**src/rtl/regfile_pkg.sv**
```systemverilog
// Shared register-file definitions and round-robin index helpers used by the
// write-port arbiter and its sub-module.
package regfile_pkg;

    localparam int NUM_REGS   = 32;
    localparam int ZERO_REG   = 31;
    localparam int REG_ADDR_W = 5;
    localparam int REG_DATA_W = 64;

    typedef struct packed {
        logic                  valid;
        logic [REG_ADDR_W-1:0] dst;
        logic [REG_DATA_W-1:0] data;
    } wr_req_t;

    typedef struct packed {
        logic                  en;
        logic [REG_ADDR_W-1:0] dst;
        logic [REG_DATA_W-1:0] data;
    } wr_port_t;

    // Position k places after base in a ring of n requesters.
    function automatic int rr_index(input int base, input int k, input int n);
        return (base + k) % n;
    endfunction

    function automatic int rr_next(input int idx, input int n);
        return (idx + 1 >= n) ? 0 : idx + 1;
    endfunction

endpackage

```
**src/rtl/rr_arbiter.sv**
```systemverilog
// Combinational round-robin arbiter: grants the first active request found
// when scanning upward from the priority pointer, wrapping at NUM_REQ.
module rr_arbiter #(
    parameter int NUM_REQ = 3,
    parameter int IDX_W   = $clog2(NUM_REQ)
) (
    input  logic [NUM_REQ-1:0] req_i,
    input  logic [IDX_W-1:0]   ptr_i,
    input  logic               en_i,
    output logic [NUM_REQ-1:0] gnt_o,
    output logic [IDX_W-1:0]   gnt_idx_o
);
    import regfile_pkg::*;

    logic             found;
    logic [IDX_W-1:0] cand;

    always_comb begin
        gnt_o     = '0;
        gnt_idx_o = '0;
        found     = 1'b0;
        cand      = '0;
        for (int k = 0; k < NUM_REQ; k++) begin
            cand = IDX_W'(rr_index(int'(ptr_i), k, NUM_REQ));
            if (en_i && !found && req_i[cand]) begin
                found       = 1'b1;
                gnt_o[cand] = 1'b1;
                gnt_idx_o   = cand;
            end
        end
    end

endmodule

```
**src/rtl/regfile_write_arbiter.sv**
```systemverilog
// Shares the single register-file write port between result producers with
// round-robin grants, a one-cycle registered write stage and a zero-reg filter.
module regfile_write_arbiter #(
    parameter int NUM_REQ    = 3,
    parameter int DATA_WIDTH = regfile_pkg::REG_DATA_W,
    parameter int ADDR_WIDTH = regfile_pkg::REG_ADDR_W,
    parameter int ZERO_REG   = regfile_pkg::ZERO_REG
) (
    input  logic                          clk_i,
    input  logic                          reset_i,
    input  logic                          hold_i,
    input  logic [NUM_REQ-1:0]            req_valid_i,
    input  logic [NUM_REQ*ADDR_WIDTH-1:0] req_reg_i,
    input  logic [NUM_REQ*DATA_WIDTH-1:0] req_data_i,
    output logic [NUM_REQ-1:0]            req_ready_o,
    output logic                          wr_en_o,
    output logic [ADDR_WIDTH-1:0]         wr_reg_o,
    output logic [DATA_WIDTH-1:0]         wr_data_o
);
    import regfile_pkg::*;

    localparam int IDX_W = $clog2(NUM_REQ);

    logic [NUM_REQ-1:0]    gnt;
    logic [IDX_W-1:0]      gnt_idx;
    logic                  arb_en;
    logic                  xfer;
    logic [ADDR_WIDTH-1:0] sel_reg;
    logic [DATA_WIDTH-1:0] sel_data;

    logic [IDX_W-1:0]      ptr_q, ptr_d;
    logic                  wr_en_q, wr_en_d;
    logic [ADDR_WIDTH-1:0] wr_reg_q, wr_reg_d;
    logic [DATA_WIDTH-1:0] wr_data_q, wr_data_d;

    // Reset and hold both block grants, so nothing can transfer in either state.
    assign arb_en = !reset_i && !hold_i;

    rr_arbiter #(
        .NUM_REQ (NUM_REQ),
        .IDX_W   (IDX_W)
    ) u_arb (
        .req_i     (req_valid_i),
        .ptr_i     (ptr_q),
        .en_i      (arb_en),
        .gnt_o     (gnt),
        .gnt_idx_o (gnt_idx)
    );

    assign req_ready_o = gnt;
    assign xfer        = |gnt;

    always_comb begin
        sel_reg  = '0;
        sel_data = '0;
        for (int i = 0; i < NUM_REQ; i++) begin
            if (gnt[i]) begin
                sel_reg  = req_reg_i[i*ADDR_WIDTH +: ADDR_WIDTH];
                sel_data = req_data_i[i*DATA_WIDTH +: DATA_WIDTH];
            end
        end
    end

    // A zero-register write is still consumed and advances the pointer, it just never enables the port.
    always_comb begin
        ptr_d     = ptr_q;
        wr_en_d   = 1'b0;
        wr_reg_d  = wr_reg_q;
        wr_data_d = wr_data_q;
        if (xfer) begin
            ptr_d     = IDX_W'(rr_next(int'(gnt_idx), NUM_REQ));
            wr_en_d   = (sel_reg != ADDR_WIDTH'(ZERO_REG));
            wr_reg_d  = sel_reg;
            wr_data_d = sel_data;
        end
    end

    always_ff @(posedge clk_i) begin
        if (reset_i) begin
            ptr_q     <= '0;
            wr_en_q   <= 1'b0;
            wr_reg_q  <= '0;
            wr_data_q <= '0;
        end else begin
            ptr_q     <= ptr_d;
            wr_en_q   <= wr_en_d;
            wr_reg_q  <= wr_reg_d;
            wr_data_q <= wr_data_d;
        end
    end

    assign wr_en_o   = wr_en_q;
    assign wr_reg_o  = wr_reg_q;
    assign wr_data_o = wr_data_q;

endmodule
```
**config.mk**
```make
export PLATFORM = sky130hd
export DESIGN_NAME = regfile_write_arbiter
export DESIGN_NICKNAME = d
export VERILOG_FILES = /design/src/rtl/regfile_pkg.sv /design/src/rtl/rr_arbiter.sv /design/src/rtl/regfile_write_arbiter.sv
export SDC_FILE = /design/constraint.sdc
export NUM_CORES = 1
export LEC_CHECK = 0
export ABC_AREA = 0
export BUFFER_PORTS_ARGS = -buffer_cell sky130_fd_sc_hd__buf_2
export CAP_MARGIN = 20
export CORE_AREA = 4 4 110 112
export DETAILED_ROUTE_END_ITERATION = 6
export DIE_AREA = 0 0 114 116
export PLACE_DENSITY = 0.75
export SYNTH_ARGS = -nofsm -noshare
export SYNTH_HDL_FRONTEND = slang
export SYNTH_SLANG_ARGS = --single-unit
```
**constraint.sdc**
```tcl
create_clock -name clk_i -period 2.4 [get_ports clk_i]
set_clock_uncertainty 0.1 [all_clocks]
set_input_delay 0.24 -clock clk_i [delete_from_list [all_inputs] [get_ports clk_i]]
set_output_delay 0.24 -clock clk_i [all_outputs]
set_load 0.01 [all_outputs]
```
==> impl_metrics.py, run 1 <==
metrics = {
    "detailed_routing": {
        "drt_iter0_drc": 281,
        "avgRoutedWirePerCell_um": 16.5,
        "vias": 4625,
        "drt_wl_total_mm": 15.0,
        "route.detailed.drc": 0,
        "highest_layer": "met4",
        "first_pass_iters": 4,
        "wl_met2_mm": 7.70,
        "vias_per_cell": 5.08,
        "m1WireLength_mm": 5.99,
        "drtAntennaViolNets": 0,
        "dr_wl_met3_mm": 1.08,
    },
    "cells_and_area": {
        "num_antenna_cells": 0,
        "final_nets": 981,
        "final_area_um2": 6180,
        "drive_above_1_share": 0.507,
        "syn_to_final_growth_pct": 67.9,
        "fin_util": 0.550,
        "fillers": 1063,
    },
    "pwr": {
        "p_leak_nw": 3.14,
        "peakVddDrop_v": 0.000525,
        "powerDensity_nw_per_um2": 1130,
    },
    "logic_synthesis": {
        "syn_inst": 451,
        "yosysTopAreaCell": "dfxtp_1",
        "synthesis.area_um2": 3680,
        "synth_fp_nets": 668,
        "async_flop_share": 0,
        "synth_cell_types": 39,
        "yosysSeqAreaShare": 0.392,
        "synth_warnings": 0,
        "synth.top_cells.by_area": "dfxtp_1 39%, a221o_1 17%, nor2_1 14%, a21oi_1 10%, buf_2 2.3%",
        "avgSynthCellArea_um2": 8.16,
        "synth_edf_count": 0,
        "ys.flop_type": "dfxtp_1",
        "synth_seq_cells": 72,
        "yosysTopAreaCellShare": 0.392,
    },
    "timing": {
        "maxSlewViolCount": 0,
        "rsz0062_at_grt": "yes",
        "relSlewSlack": 0.731,
        "layout_min_cycle_time_ns": 2.54,
        "clock.fmax_mhz": 394,
        "finalHoldViolCount": 0,
        "min_period_over_period": 1.06,
        "tightest_slew_ns": 0.404,
        "setup_violations": 70,
        "fin_ws_ns": -0.137,
    },
    "cts": {
        "numCtsBuffers": 9,
        "cts-root-buf": "clkbuf_16",
        "hold_buffers": 0,
        "ctsHtreeMaxLevel": 3,
        "clock-sinks": 72,
        "clockBufferDepth": 2,
        "clk_latency_ns": 0.32,
        "clk_pin_slew_ns": 0.06,
        "cts_tree": "yes",
    },
    "grt": {
        "grt_overflow": 0,
        "grt_pass1_vias": 4278,
        "antenna_found_initial": 0,
        "grtUsageTotal": 0.203,
        "grt_start_max_net_pins": 43,
        "grt_pass1_wl_mm": 21.3,
    },
    "floorplan": {
        "dieArea_um2": 13200,
        "core_um2": 11200,
        "die_h_um": 116,
        "core.rowCount": 39,
        "chipWidth_um": 114,
        "initial_utilization": 0.328,
        "ios": 286,
    },
    "place": {
        "place_congestion": 0.852,
        "place.detailed.hpwl_mm": 11.0,
        "port_buffers": 285,
        "place_area_um2": 5550,
    },
    "run": {
        "maxCapViolCount": 0,
    },
    "setup_path": {
        "startpoint": "ptr_q[1]",
        "cp_max_fo": 42,
        "crit_type": "flop to flop",
        "worstSetupStartpointType": "flop",
        "reg2reg_slack_ns": -0.14,
        "crit_path_end_kind": "flop",
        "critPathRequiredTime_ns": 2.51,
        "cp.arrival_ns": 2.65,
        "rr_startpoint": "ptr_q[1]",
    },
    "hold_path": {
        "hp-start": "req_data_i[50]",
        "hold_class": "primary input to flop",
    },
    "outcome": {
        "violations": "negative setup slack",
        "status": "finished with violations",
    },
}
-- worst max-delay path, cell delays in order, from the launching register on --
cell	delay, ns
dfxtp_4	0.36
inv_4	0.07
ha_4	0.18
mux2i_4	0.28
mux2_4	0.20
nand4_1	0.18
o221ai_4	0.31
buf_12	0.15
nor4_4	0.05
buf_12	0.18
a221o_1	0.33
-- cell usage in the layout (no fill, tap or decap), types with 2 or more instances in the layout --
cell | synthesis | layout
buf_2 | 17 | 282
nor2_1 | 133 | 132
a21oi_1 | 75 | 71
dfxtp_1 | 72 | 70
a221o_1 | 64 | 64
buf_4 | 1 | 35
buf_12 | 0 | 12
clkbuf_16 | 0 | 10
buf_6 | 7 | 10
nand2_1 | 11 | 9
o21ai_0 | 5 | 4
a21oi_2 | 0 | 4
a21o_1 | 3 | 3
clkbuf_8 | 0 | 3
inv_1 | 4 | 2
nand4_1 | 2 | 2
mux2i_4 | 0 | 2
inv_8 | 0 | 2
o2111a_1 | 2 | 2
a211oi_2 | 0 | 2
inv_4 | 1 | 2
nand3_2 | 0 | 2
a21boi_0 | 2 | 2
a311o_1 | 2 | 2
or3_1 | 3 | 2
ha_4 | 0 | 2
ha_1 | 4 | 2
clkbuf_1 | 11 | 2
dfxtp_4 | 0 | 2
-- state kept, by name, summed over array words and instances, names as in the netlist --
register and count:
ptr_q 2, wr_data_o 64, wr_en_o 1, wr_reg_o 5
-- per-stage QoR --
step	worst slack [ns]	instances	hold WS, ns	TNS (ns)	total power [W]
floorplan	-0.149	451	0.278	-9.26	0.00398
global placement	-0.0694	882	0.346	-3.03	0.00528
finish	-0.137	910	0.0326	-7.62	0.00696
CTS	-0.128	902	0.0134	-6.06	0.00682
global route	-0.242	910	0.0186	-15.18	0.00739
detailed placement	-0.122	882	0.354	-5.55	0.00534
-- synthesized netlist by cell type (2+ instances only) --
| cell | instances |
|---|---|
| nor2_1 | 133 |
| a21oi_1 | 75 |
| dfxtp_1 | 72 |
| a221o_1 | 64 |
| buf_2 | 17 |
| clkbuf_1 | 11 |
| nand2_1 | 11 |
| buf_6 | 7 |
| o21ai_0 | 5 |
| ha_1 | 4 |
| inv_1 | 4 |
| mux2i_1 | 4 |
| nand3_1 | 4 |
| a211oi_1 | 3 |
| a21o_1 | 3 |
| buf_1 | 3 |
| or3_1 | 3 |
| a21boi_0 | 2 |
| a311o_1 | 2 |
| inv_2 | 2 |
| nand4_1 | 2 |
| o2111a_1 | 2 |
| o22ai_1 | 2 |
-- metal layers --
| metal | vias to the layer above | global-route usage |
|---|---|---|
| met1 | 2128 | 0.240 |
| met5 | - | 0 |
| met3 | 19 | 0.0460 |
| met4 | 0 | 0.0776 |
| met2 | 189 | 0.359 |
| li1 | 2289 | - |
-- power breakdown --
group	total (W)	leakage (nW)	switching, W	internal (W)
sequential	0.00195	0.599	0.000254	0.00169
combinational	0.00376	2.41	0.00184	0.00192
clock	0.00125	0.135	0.000476	0.000774
-- final timing paths --
check / cells after the start / end
worst max register to register: 10 / wr_data_o[17]
worst min register to register: 2 / wr_reg_o[2]
worst max-delay path: 10 / wr_data_o[17]
worst min-delay path: 2 / wr_data_o[50]
-- area by class of cell --
cell class	instances	area, µm²	area share
tap	143	179	0.0290
sequential	72	1450	0.235
clock buffer	14	274	0.0444
inverter	7	46.3	0.00750
timing repair buffer	341	2080	0.338
multi-input combinational	333	2140	0.347
-- timing repair --
action	in CTS	in global routing
pin swaps	14	10
gates cloned	1	1
setup buffers	5	7
resized for setup	19	19
setup endpoints to repair	75	75
-- kinds of logic after synthesis --
| group | Yosys count | synth area share |
|---|---|---|
| muxes | 5 | 0.0150 |
| DFF | 72 | 0.392 |
| and+or+nand+nor | 160 | 0.181 |
| adders and majority gates | 4 | 0.0136 |
| buffers and inverters | 46 | 0.0687 |
| AOI/OAI and AO/OA | 164 | 0.330 |
Note: power is estimated with default switching activity, not from simulation.
==> inputs of run 2 (changes only) <==
--- a/config.mk
+++ b/config.mk
@@ -8,10 +8,10 @@
 export ABC_AREA = 0
 export BUFFER_PORTS_ARGS = -buffer_cell sky130_fd_sc_hd__buf_2
 export CAP_MARGIN = 20
-export CORE_AREA = 4 4 110 112
+export CORE_AREA = 2 2 111 113
 export DETAILED_ROUTE_END_ITERATION = 6
-export DIE_AREA = 0 0 114 116
-export PLACE_DENSITY = 0.75
+export DIE_AREA = 0 0 113 115
+export PLACE_DENSITY = 0.71
 export SYNTH_ARGS = -nofsm -noshare
 export SYNTH_HDL_FRONTEND = slang
 export SYNTH_SLANG_ARGS = --single-unit
==> impl_metrics.py, run 2 (synthesis gave the netlist of run 1 again) <==
metrics = {
    "floorplan": {
        "core_um2": 11800,
        "core.rowCount": 40,
        "dieArea_um2": 13000,
        "die_h_um": 115,
        "chipWidth_um": 113,
        "initial_utilization": 0.311,
        "ios": 286,
    },
    "run": {
        "maxCapViolCount": 0,
    },
    "pwr": {
        "p_leak_nw": 3.20,
        "powerDensity_nw_per_um2": 1170,
        "peakVddDrop_v": 0.000633,
    },
    "grt": {
        "grt_use_met2": 0.384,
        "busiest_layer": "met2",
        "met1_usage": 0.282,
        "grt_pass1_wl_mm": 23.3,
        "grt_overflow": 0,
        "antenna_found_initial": 0,
        "grt_start_max_net_pins": 44,
        "grt_pass1_vias": 4540,
        "grtUsageTotal": 0.227,
        "grt_use_met3": 0.0596,
    },
    "cts": {
        "clock-sinks": 72,
        "numCtsBuffers": 9,
        "cts_tree": "yes",
        "clockBufferDepth": 2,
        "ctsHtreeMaxLevel": 3,
        "cts-root-buf": "clkbuf_16",
        "clk_latency_ns": 0.34,
        "hold_buffers": 0,
        "clk_pin_slew_ns": 0.06,
    },
    "place": {
        "port_buffers": 285,
        "place.detailed.hpwl_mm": 10.8,
        "dp_cells": 885,
        "place_congestion": 0.863,
        "pre_cts_ws_ns": -0.123,
    },
    "cells_and_area": {
        "final_nets": 982,
        "largest_register_ff_count": 64,
        "final_cell_mix": "282 x buf_2, 133 x nor2_1, 70 x dfxtp_1",
        "fin_util": 0.540,
        "drive_above_1_share": 0.544,
        "num_antenna_cells": 0,
        "layout_commonest_cell": "buf_2",
        "layout.cells.non_filler": 916,
        "syn_to_final_growth_pct": 73.4,
    },
    "setup_path": {
        "crit_path_end_kind": "primary output",
        "rr_startpoint": "ptr_q[0]",
        "cp_max_fo": 7,
        "critPathRequiredTime_ns": 2.06,
        "crit_type": "flop to primary output",
        "cp.arrival_ns": 2.22,
        "reg2reg_slack_ns": -0.16,
        "startpoint": "ptr_q[1]",
        "worstSetupStartpointType": "flop",
    },
    "timing": {
        "finalHoldViolCount": 0,
        "min_period_over_period": 1.07,
        "relSlewSlack": 0.676,
        "fin_ws_ns": -0.158,
        "rsz0062_at_grt": "yes",
        "whs_ns": 0.0187,
        "tightest_slew_ns": 0.485,
        "setup_violations": 73,
        "maxSlewViolCount": 0,
        "layout_min_cycle_time_ns": 2.56,
        "clock.fmax_mhz": 391,
    },
    "outcome": {
        "status": "finished with violations",
        "violations": "design-rule violations, negative setup slack",
    },
    "detailed_routing": {
        "drtAntennaViolNets": 0,
        "avgRoutedWirePerCell_um": 16.8,
        "first_pass_iters": 7,
        "vias": 4801,
        "vias_per_cell": 5.24,
        "drt_wl_total_mm": 15.4,
        "route.detailed.drc": 20,
        "drt_iter0_drc": 384,
    },
    "hold_path": {
        "hp-start": "req_data_i[42]",
        "hold_class": "primary input to flop",
    },
}
[run 2: cell types whose count changed in the layout (fill, tap and decap cells not counted), moves of 2 or more]
cell and change:
a21oi_1 -21, a21oi_2 +21, buf_12 -5, buf_6 +5, nand2_1 -4, clkbuf_8 -3
nand2_2 +3, buf_16 +2, buf_4 -2, bufinv_16 +2, clkbuf_16 +2, nand3_2 -2
nand3_4 +2
[run 2: path summary, 6_finish.rpt]
path	cells after the start	end
setup / recovery	10	req_ready_o[1]
hold / removal	2	wr_data_o[42]
setup reg to reg	11	wr_data_o[23]
hold reg to reg	2	wr_reg_o[0]
[run 2: cell type report]
| type | count | area, µm² |
|---|---|---|
| Clock buffer | 11 | 254 |
| Clock inverter | 4 | 76.3 |
| Fill cell | 1106 | 5430 |
| Inverter | 7 | 41.3 |
| Multi-Input combinational cell | 333 | 2270 |
| Sequential cell | 72 | 1450 |
| Tap cell | 147 | 184 |
| Timing Repair Buffer | 342 | 2110 |
[run 2: metal layers]
layer  vias to the layer above  part of all wire  wire length, µm
li1                       2295                 -                -
met1                      2242              0.40             6210
met2                       238              0.50             7600
met3                        26             0.083             1270
met4                         0             0.018              269
met5                         -                 0                0
[run 2: repair_timing]
action / CTS / global route
endpoints found under the hold margin: 0 / 0
setup endpoints to repair: 75 / 75
resized for setup: 48 / 28
cloned: 3 / 2
pin swaps: 12 / 19
setup buffers: 10 / 1
[run 2: power by group]
group / internal [W] / switching, W / leakage [nW] / total, W
Combinational: 0.00203 / 0.00198 / 2.45 / 0.00401
Sequential: 0.00169 / 0.000254 / 0.599 / 0.00195
Clock: 0.000969 / 0.000519 / 0.157 / 0.00149
Total: 0.00469 / 0.00275 / 3.20 / 0.00744
[run 2: critical path: stages, from the launching register on]
cell      delay, ns
dfxtp_4        0.36
inv_4          0.07
ha_4           0.19
mux2i_4        0.25
o22a_1         0.21
buf_4          0.14
nand4b_4       0.10
and2_4         0.21
inv_8          0.12
buf_12         0.13
buf_6          0.10
[run 2: through the flow]
stage               setup TNS, ns  total power, W  cell area (µm²)
finish                      -7.83         0.00744             6380
global route               -15.54         0.00789             6380
CTS                         -6.72         0.00725             6220
detailed placement          -6.13         0.00532             5500
global placement            -4.10         0.00528             5500
floorplan                   -9.26         0.00398             3760
==> inputs of run 3 (changes only) <==
==> constraint.sdc (replaced) <==
create_clock -name clk_i -period 2.4 [get_ports clk_i]
set_clock_uncertainty 0.1 [all_clocks]
set_input_delay 0.24 -clock clk_i [delete_from_list [all_inputs] [get_ports clk_i]]
set_output_delay 0.24 -clock clk_i [all_outputs]
set_load 0.02 [all_outputs]
==> impl_metrics.py, run 3 (synthesis gave the netlist of run 1 again) <==
metrics = {
    "cells_and_area": {
        "layout_commonest_cell": "buf_2",
        "layout.cells.non_filler": 927,
        "final_nets": 992,
        "largest_register_ff_count": 64,
        "final_cell_mix": "282 x buf_2, 133 x nor2_1, 70 x dfxtp_1",
        "drive_above_1_share": 0.537,
        "syn_to_final_growth_pct": 74.4,
        "fin_util": 0.543,
        "num_antenna_cells": 0,
    },
    "floorplan": {
        "core_um2": 11800,
        "ios": 286,
        "core.rowCount": 40,
        "initial_utilization": 0.311,
        "dieArea_um2": 13000,
        "chipWidth_um": 113,
        "die_h_um": 115,
    },
    "setup_path": {
        "cp_max_fo": 6,
        "path_cells": "inv_4 > ha_4 > mux2i_4 > o22ai_2 > a211oi_2 > or2_4 > inv_6 > bufbuf_16 > buf_6 > a21oi_2 > nor2_1 > a221o_1",
        "worstSetupStartpointType": "flop",
        "crit_path_end_kind": "flop",
        "cpPeakStageDelay_ns": 0.36,
        "critPathRequiredTime_ns": 2.52,
        "path_delay_family": "compound AO/OA/AOI/OAI gates",
        "crit_type": "flop to flop",
        "worst-path-buf-inv": 4,
        "cpMaxStageDelayCell": "dfxtp_4",
        "cp.arrival_ns": 2.68,
    },
    "pwr": {
        "seqPwrFrac": 0.256,
        "peakVddDrop_v": 0.000564,
        "p_clk_frac": 0.171,
        "power.net_switching_w": 0.00302,
        "powerDensity_nw_per_um2": 1180,
        "switching_share": 0.400,
        "p_leak_nw": 3.23,
        "internal_power_w": 0.00454,
        "power_frac_comb": 0.572,
    },
    "grt": {
        "grt_overflow": 0,
        "grtUsageTotal": 0.218,
        "antenna_found_initial": 0,
        "grt_pass1_wl_mm": 22.5,
        "grt_pass1_vias": 4606,
        "grt_start_max_net_pins": 34,
    },
    "timing": {
        "tightest_slew_ns": 0.379,
        "tns_ns": -9.33,
        "finalHoldViolCount": 0,
        "fin_ws_ns": -0.168,
        "min_period_over_period": 1.07,
        "whs_ns": 0.0255,
        "maxSlewViolCount": 0,
        "relSlewSlack": 0.745,
        "rsz0062_at_grt": "yes",
        "layout_min_cycle_time_ns": 2.57,
        "setup_violations": 74,
        "clock.fmax_mhz": 389,
    },
    "cts": {
        "clk_pin_slew_ns": 0.06,
        "cts_tree": "yes",
        "ctsHtreeMaxLevel": 3,
        "cts-root-buf": "clkbuf_16",
        "numCtsBuffers": 9,
        "clk_latency_ns": 0.33,
        "clockBufferDepth": 2,
        "clock-sinks": 72,
    },
    "place": {
        "place.detailed.hpwl_mm": 10.4,
        "port_buffers": 285,
        "pre_cts_ws_ns": -0.171,
        "dp_cells": 887,
        "place_congestion": 0.819,
    },
    "detailed_routing": {
        "drtAntennaViolNets": 0,
        "drt_wl_total_mm": 15.1,
        "avgRoutedWirePerCell_um": 16.3,
        "first_pass_iters": 7,
        "vias_per_cell": 5.14,
        "route.detailed.drc": 19,
        "vias": 4765,
        "drt_iter0_drc": 379,
    },
    "outcome": {
        "status": "finished with violations",
        "violations": "design-rule violations, negative setup slack",
    },
    "run": {
        "maxCapViolCount": 0,
    },
    "hold_path": {
        "hold_class": "primary input to flop",
    },
}
==> run 3: cell types whose count changed in the layout (fill, tap and decap cells not counted), sizes merged <==
cell	delta
buf	+9
bufinv	-2
clkinv	+2
bufbuf	+1
dlygate4sd3	+1
==> run 3: worst paths after layout <==
| check | from | end | slack (ns) | depth (start not counted) |
|---|---|---|---|---|
| max reg2reg | ptr_q[1] | wr_data_o[48] | -0.17 | 12 |
| min reg2reg | wr_reg_o[3] | wr_reg_o[3] | 0.35 | 2 |
| min | req_data_i[36] | wr_data_o[36] | 0.03 | 2 |
| max | ptr_q[1] | wr_data_o[48] | -0.17 | 12 |
==> run 3: routing by layer <==
layer	share of wire	GRT usage	routed length (µm)
met2	0.49	0.378	7370
met4	0.020	0.0902	302
met1	0.42	0.259	6330
met5	0	0	0
met3	0.073	0.0554	1110
==> run 3: through the flow <==
| stage | power, W | instance area, µm² |
|---|---|---|
| after CTS | 0.00738 | 6220 |
| after floorplan | 0.00434 | 3770 |
| after detailed placement | 0.00567 | 5560 |
| final | 0.00756 | 6410 |
| after global placement | 0.00565 | 5560 |
| after global routing | 0.00803 | 6410 |
==> run 3: worst register-to-register path, delay by kind of cell, from the launching register on <==
kind / cells / cell delay (ns)
adders and majority gates: 1 / 0.19
and+or+nand+nor: 2 / 0.26
muxes: 1 / 0.28
DFF: 1 / 0.36
buffers and inverters: 4 / 0.51
AOI/OAI and AO/OA: 4 / 0.74
==> run 3: what timing repair did <==
action                                 4_1_cts  5_1_grt
endpoints found under the hold margin        1        0
gates cloned                                 2        2
gates resized for setup                     37       24
hold buffers                                 1        0
buffers inserted                            14        5
setup endpoints to repair                   75       75
pin swaps                                   12        9
==> run 3: cell type report <==
| type | instances | area [µm²] |
|---|---|---|
| clock buffer | 12 | 268 |
| clock inverter | 4 | 26.3 |
| fill | 1082 | 5400 |
| inverter | 7 | 41.3 |
| multi-input combinational | 333 | 2220 |
| sequential | 72 | 1450 |
| tap | 147 | 184 |
| timing repair buffer | 352 | 2220 |
==> run 3: power groups by stage <==
| stage | sequential, W | combinational (W) | clock [W] |
|---|---|---|---|
| 6_report | 0.00194 | 0.00432 | 0.00130 |
| 5_1_grt | 0.00199 | 0.00465 | 0.00139 |
| 4_1_cts | 0.00193 | 0.00410 | 0.00135 |
| 3_5_place_dp | 0.00195 | 0.00373 | 0 |
| 3_3_place_gp | 0.00195 | 0.00370 | 0 |
| 2_1_floorplan | 0.00249 | 0.00185 | 0 |
